--- config.mk ---
export PLATFORM = sky130hd
export DESIGN_NAME = fifo_wr_arbiter
export DESIGN_NICKNAME = d
export VERILOG_FILES = /design/src/rtl/fifo_arb_pkg.sv /design/src/rtl/rr_pick.sv /design/src/rtl/fifo_wr_arbiter.sv
export SDC_FILE = /design/constraint.sdc
export NUM_CORES = 1
export LEC_CHECK = 0
export ABC_CLOCK_PERIOD_IN_PS = 3000
export BUFFER_PORTS_ARGS = -buffer_cell sky130_fd_sc_hd__buf_2
export CORE_AREA = 2 2 70 72
export DETAILED_ROUTE_END_ITERATION = 16
export DIE_AREA = 0 0 72 74
export HOLD_SLACK_MARGIN = 0.15
export MAX_ROUTING_LAYER = met4
export PLACE_DENSITY = 0.83
export SYNTH_ARGS = -nofsm -noshare
export SYNTH_HDL_FRONTEND = slang
export SYNTH_SLANG_ARGS = --single-unit
--- constraint.sdc ---
create_clock -name clk_i -period 3 [get_ports clk_i]
set_input_delay 0.15 -clock clk_i [delete_from_list [all_inputs] [get_ports clk_i]]
set_output_delay 0.15 -clock clk_i [all_outputs]
set_load 0.03 [all_outputs]
--- src/rtl/fifo_arb_pkg.sv ---
// Shared types and helpers for the FIFO write-port arbiter.
package fifo_arb_pkg;

   typedef enum logic {IDLE = 1'b0, BURST = 1'b1} state_t;

   // Upper bound on {tag, payload}; the packing helper works at this width
   // and callers truncate to their real width.
   localparam int unsigned TAG_MAXW = 128;

   function automatic int calc_idw(input int nreq);
      return (nreq <= 2) ? 1 : $clog2(nreq);
   endfunction

   function automatic logic [TAG_MAXW-1:0] pack_tag(input int unsigned idx,
                                                    input logic [TAG_MAXW-1:0] data,
                                                    input int unsigned width);
      return (TAG_MAXW'(idx) << width) | data;
   endfunction

endpackage

--- src/rtl/rr_pick.sv ---
// Combinational round-robin picker: first set request at or after rr_ptr, wrapping.
module rr_pick #(
   parameter int NREQ = 4,
   parameter int IDW  = 2
) (
   input  logic [NREQ-1:0] req,
   input  logic [IDW-1:0]  rr_ptr,
   output logic            found,
   output logic [IDW-1:0]  idx
);

   int             cand;
   logic [IDW-1:0] ci;

   // Scan from the farthest offset down so the nearest hit to rr_ptr wins.
   always_comb begin
      found = 1'b0;
      idx   = '0;
      cand  = 0;
      ci    = '0;
      for (int i = NREQ - 1; i >= 0; i--) begin
         cand = int'(rr_ptr) + i;
         if (cand >= NREQ) cand = cand - NREQ;
         ci = IDW'(cand);
         if (req[ci]) begin
            found = 1'b1;
            idx   = ci;
         end
      end
   end

endmodule

--- src/rtl/fifo_wr_arbiter.sv ---
// Round-robin, burst-locking arbiter sharing one FIFO write port among NREQ producers.
module fifo_wr_arbiter
   import fifo_arb_pkg::*;
#(
   parameter int WIDTH     = 32,
   parameter int NREQ      = 4,
   parameter int MAX_BURST = 16,
   parameter int IDW       = calc_idw(NREQ)
) (
   input  logic                  clk_i,
   input  logic                  resetn_i,
   input  logic [NREQ-1:0]       req_valid_i,
   input  logic [NREQ-1:0]       req_last_i,
   input  logic [NREQ*WIDTH-1:0] req_data_i,
   output logic [NREQ-1:0]       req_ready_o,
   input  logic                  fifo_full_i,
   output logic                  fifo_wr_o,
   output logic [IDW+WIDTH-1:0]  fifo_wr_data_o,
   output logic [NREQ-1:0]       grant_o,
   output logic                  busy_o,
   output logic                  forced_rel_o
);

   localparam int             BCW      = $clog2(MAX_BURST) + 1;
   localparam logic [BCW-1:0] BEAT_MAX = BCW'(MAX_BURST - 1);

   state_t           state_q, state_d;
   logic [IDW-1:0]   gnt_q, gnt_d, rr_q, rr_d, pick_idx, g_next;
   logic [BCW-1:0]   beat_q, beat_d;
   logic             pick_found, xfer, cut, forced_q, forced_d;
   logic [WIDTH-1:0] g_data;

   rr_pick #(.NREQ(NREQ), .IDW(IDW)) u_pick (
      .req    (req_valid_i),
      .rr_ptr (rr_q),
      .found  (pick_found),
      .idx    (pick_idx)
   );

   assign busy_o = (state_q == BURST);
   assign g_data = req_data_i[gnt_q*WIDTH +: WIDTH];
   assign g_next = (int'(gnt_q) == NREQ - 1) ? '0 : gnt_q + 1'b1;

   // Reset gates the write strobe so an abandoned burst never lands a word.
   assign xfer      = busy_o && resetn_i && !fifo_full_i && req_valid_i[gnt_q];
   assign cut       = xfer && (beat_q == BEAT_MAX);
   assign fifo_wr_o = xfer;
   assign fifo_wr_data_o = (IDW+WIDTH)'(pack_tag(32'(gnt_q), TAG_MAXW'(g_data), 32'(WIDTH)));
   assign forced_rel_o   = forced_q;

   always_comb begin
      req_ready_o = '0;
      grant_o     = '0;
      if (busy_o) begin
         grant_o[gnt_q]     = 1'b1;
         req_ready_o[gnt_q] = resetn_i && !fifo_full_i;
      end
   end

   always_comb begin
      state_d  = state_q;
      gnt_d    = gnt_q;
      rr_d     = rr_q;
      beat_d   = beat_q;
      forced_d = 1'b0;
      case (state_q)
         IDLE: begin
            if (pick_found) begin
               state_d = BURST;
               gnt_d   = pick_idx;
               beat_d  = '0;
            end
         end
         BURST: begin
            if (xfer) begin
               if (req_last_i[gnt_q] || cut) begin
                  state_d  = IDLE;
                  gnt_d    = '0;
                  beat_d   = '0;
                  rr_d     = g_next;
                  forced_d = cut && !req_last_i[gnt_q];
               end else begin
                  beat_d = beat_q + 1'b1;
               end
            end
         end
         default: state_d = IDLE;
      endcase
   end

   always_ff @(posedge clk_i) begin
      if (!resetn_i) begin
         state_q  <= IDLE;
         gnt_q    <= '0;
         rr_q     <= '0;
         beat_q   <= '0;
         forced_q <= 1'b0;
      end else begin
         state_q  <= state_d;
         gnt_q    <= gnt_d;
         rr_q     <= rr_d;
         beat_q   <= beat_d;
         forced_q <= forced_d;
      end
   end

endmodule

==> metrics.md <==
| Metric | Value |
|---|---|
| DRT iter0 DRCs | `between 90 and 100` |
| Initial antenna violation count | `6` |
| Final hold violations | `0` |
| Syn Nets | `281` |
| Later-pin clock latency in the skew report | `0.24 ns` |
| Layout Nets | `461` |
| Ratio of cells with drive above 1 in the final layout | `0.727` |
| Period minus WS final | `between 2 and 2.5 ns` |
| Mapped Cells | `around 140` |
| Top-area cell type share of the netlist area | `0.475` |
| Hold_sp | `resetn_i` |
| Detailed placer's ending HPWL | `5.87 mm` |
| Die height | `about 74 microns` |
| TritonCTS clock tree | `done` |
| Top-count cell post-synth | `mux4_2` |
| Net Sw Frac | `0.401` |
| R2r setup slk | `roughly 1.2 ns` |
| Clock slew at reported path FFs | `around 0.05 ns` |
| Largest net degree at the start of global routing | `31` |
| Final wirelength | `~6.6 mm` |
| Ys async rst share | `0` |
| Post-route ant nets | `0` |
| DRT Pass-1 Iters | `4` |
| Yosys top cell by area | `mux4_2` |
| Max Cap Viol | `0` |
| Relative slew margins | `0.573` |
| R2R Path End | `beat_q[0]` |
| Via density | `5.32` |
| PortBufs | `between 150 and 200` |
| Library cells used by synthesis | `42` |
| Post-synth EDFFs | `0` |
| Critical Path Fanout Max | `26` |
| Fillers | `between 400 and 500` |
| Routability Congestion | `slightly below 0.9` |
| Worst EP arrival | `between 1.5 and 2 ns` |
| Final cycle utilization of the critical path | `0.668` |
| Chip Width | `just over 70 microns` |
| Ys Warns | `0` |
| Crit Path Category | `reg2out` |
| Outcome | `finished, final reports clean` |
| RR Startpoint | `beat_q[1]` |
| Via count | `1995` |
| Top cells by area, synth | `mux4_2, dfxtp_1, ha_1` |
| WL per Instance | `roughly 18 microns` |
| Placed insts | `approximately 370` |
| RSZ-0062 raised after global routing | `false` |
| CP required | `2.85 ns` |
| Leak Pwr | `0.00127 uW` |
| Hold Path Stages | `3` |
| Tot Pwr | `735 uW` |
| Worst Hold Class | `in2reg` |
| Reg2Reg Depth | `7` |
| Bufs on Longest Clock Path | `2` |
| IO Pins | `between 150 and 200` |
| Main flop type after synthesis | `dfxtp_1` |
| Root Driver | `clkbuf_8` |
| Synthesized area per cell | `between 10 and 15 sq um` |
| Fin cells | `~380` |
| PD cells | `between 200 and 300 mW/mm^2` |
| Layout Area Growth over Synthesis | `65.2%` |
| Post-CTS setup buffers | `0` |
| Total GRT Usage | `0.247` |
| WHS Endpoint | `busy_o` |
| WHS | `0.237 ns` |
| Peak supply drop | `0.251 mV` |
| H-tree levels | `1` |
| Setup crit end kind | `output port` |
| CTS buffer count | `3` |
| F_max | `~500 MHz` |
| Internal | `roughly 440 uW` |
| Setup TNS | `0 ns` |
| Final core utilization | `0.562` |
| Die ar. | `roughly 0.0053 sq mm` |
| Cell Rows | `25` |
| # DRC | `0` |
| Setup-failing EPs final | `0` |
| Startpoint Class | `flop` |
| CTS-repair resized insts | `0` |
| Top cells by count, synth | `mux4_2, dfxtp_1, and2_1, nand2_1, inv_1` |
| Sequential fraction of the synthesis area | `0.141` |
| Synth Register Bits | `11` |
| Mapped cell area | `~0.0016 sq mm` |
| Core footprint | `around 0.0046 sq mm` |
| Max Slew Vio Count | `0` |
| Initial core utilization | `0.340` |
| Clk pwr share | `0.203` |
| Worst-Margin Slew | `about 0.64 ns` |
| Clock Sinks | `11` |
| Number of global-route vias before repair | `1935` |
| Hold bufs inserted after CTS | `0` |
| First-pass GRT wire length | `between 9 and 10 mm` |
| Sw Pwr | `295 uW` |
| Seq pwr share | `0.225` |
| Final setup skew | `~0.0016 ns` |
| Gate power share | `0.572` |
| Grt ovf | `0` |
registers in the layout, indices dropped and copies added, names as in the netlist:
| name | flops |
|---|---|
| rr_q | 2 |
| beat_q | 5 |
| gnt_q | 2 |
| busy_o | 1 |
| forced_rel_o | 1 |
cell usage in the layout, fill, tap and decap left out, types with 2 or more instances in the layout:
cell type    n
inv_1        7
nor2_1       5
nand2_1      9
nor3_1       2
clkbuf_8     3
mux4_2      33
buf_2      183
ha_1         6
o21ai_0      3
diode_2      6
mux2i_1      2
dfxtp_2      2
o211ai_1     2
a21o_1       3
a21oi_1      2
and2_1       9
dfxtp_1      9
o21ai_1      3
nor2b_1      4
nand3_1      3
per-stage QoR:
step                      worst slack, ns  instance area, sq um
after global routing                0.906                  2590
after detailed placement             1.16                  2530
after floorplan                      1.01                  1570
final                               0.996                  2590
after global placement               1.21                  2530
after CTS                           0.985                  2570
cell families (layout without fill, tap and decap cells):
logic type      Yosys count  in the layout  share of synthesized area
simple gates             40             40                      0.143
mux                      36             36                      0.495
other cells               0              6                          0
flops                    11             11                      0.141
compound gates           25             25                      0.119
fa+ha+maj                 6              6                     0.0480
buf+inv                  18            197                     0.0544
metal layers:
layer	wire length, microns	vias to the layer above	global-route usage
met5	0	-	-
met4	90	0	0.0503
met3	737	14	0.103
met2	3260	107	0.395
met1	2520	954	0.294
li1	-	920	-
worst max-delay path: stages, from the launching register on:
cell,delay (ns)
dfxtp_2,0.57
buf_4,0.39
inv_1,0.11
ha_1,0.20
and2_1,0.16
buf_2,0.18
worst max-delay path by stage:
stage                         end      start
2_1_floorplan   fifo_wr_data_o[0]   gnt_q[0]
3_3_place_gp            beat_q[0]   gnt_q[0]
3_5_place_dp            beat_q[0]  beat_q[1]
4_1_cts        fifo_wr_data_o[11]   gnt_q[0]
5_1_grt                grant_o[0]   gnt_q[1]
6_report               grant_o[0]   gnt_q[1]
cell type report:
| type | instances | area, sq um | area share |
|---|---|---|---|
| antenna | 6 | 15.0 | 0.00581 |
| clock buffer | 4 | 45.0 | 0.0174 |
| inverter | 8 | 32.5 | 0.0126 |
| multi-input combinational | 107 | 1260 | 0.487 |
| sequential | 11 | 223 | 0.0861 |
| tap | 54 | 67.6 | 0.0261 |
| timing repair buffer | 185 | 943 | 0.365 |
power by group through the flow:
stage | combinational [uW] | sequential, uW | clock [uW]
2_1_floorplan | 266 | 163 | 0
3_3_place_gp | 415 | 168 | 0
3_5_place_dp | 423 | 168 | 0
4_1_cts | 423 | 165 | 152
5_1_grt | 450 | 167 | 162
6_report | 421 | 165 | 149
Power figures use the tool's default switching activity.
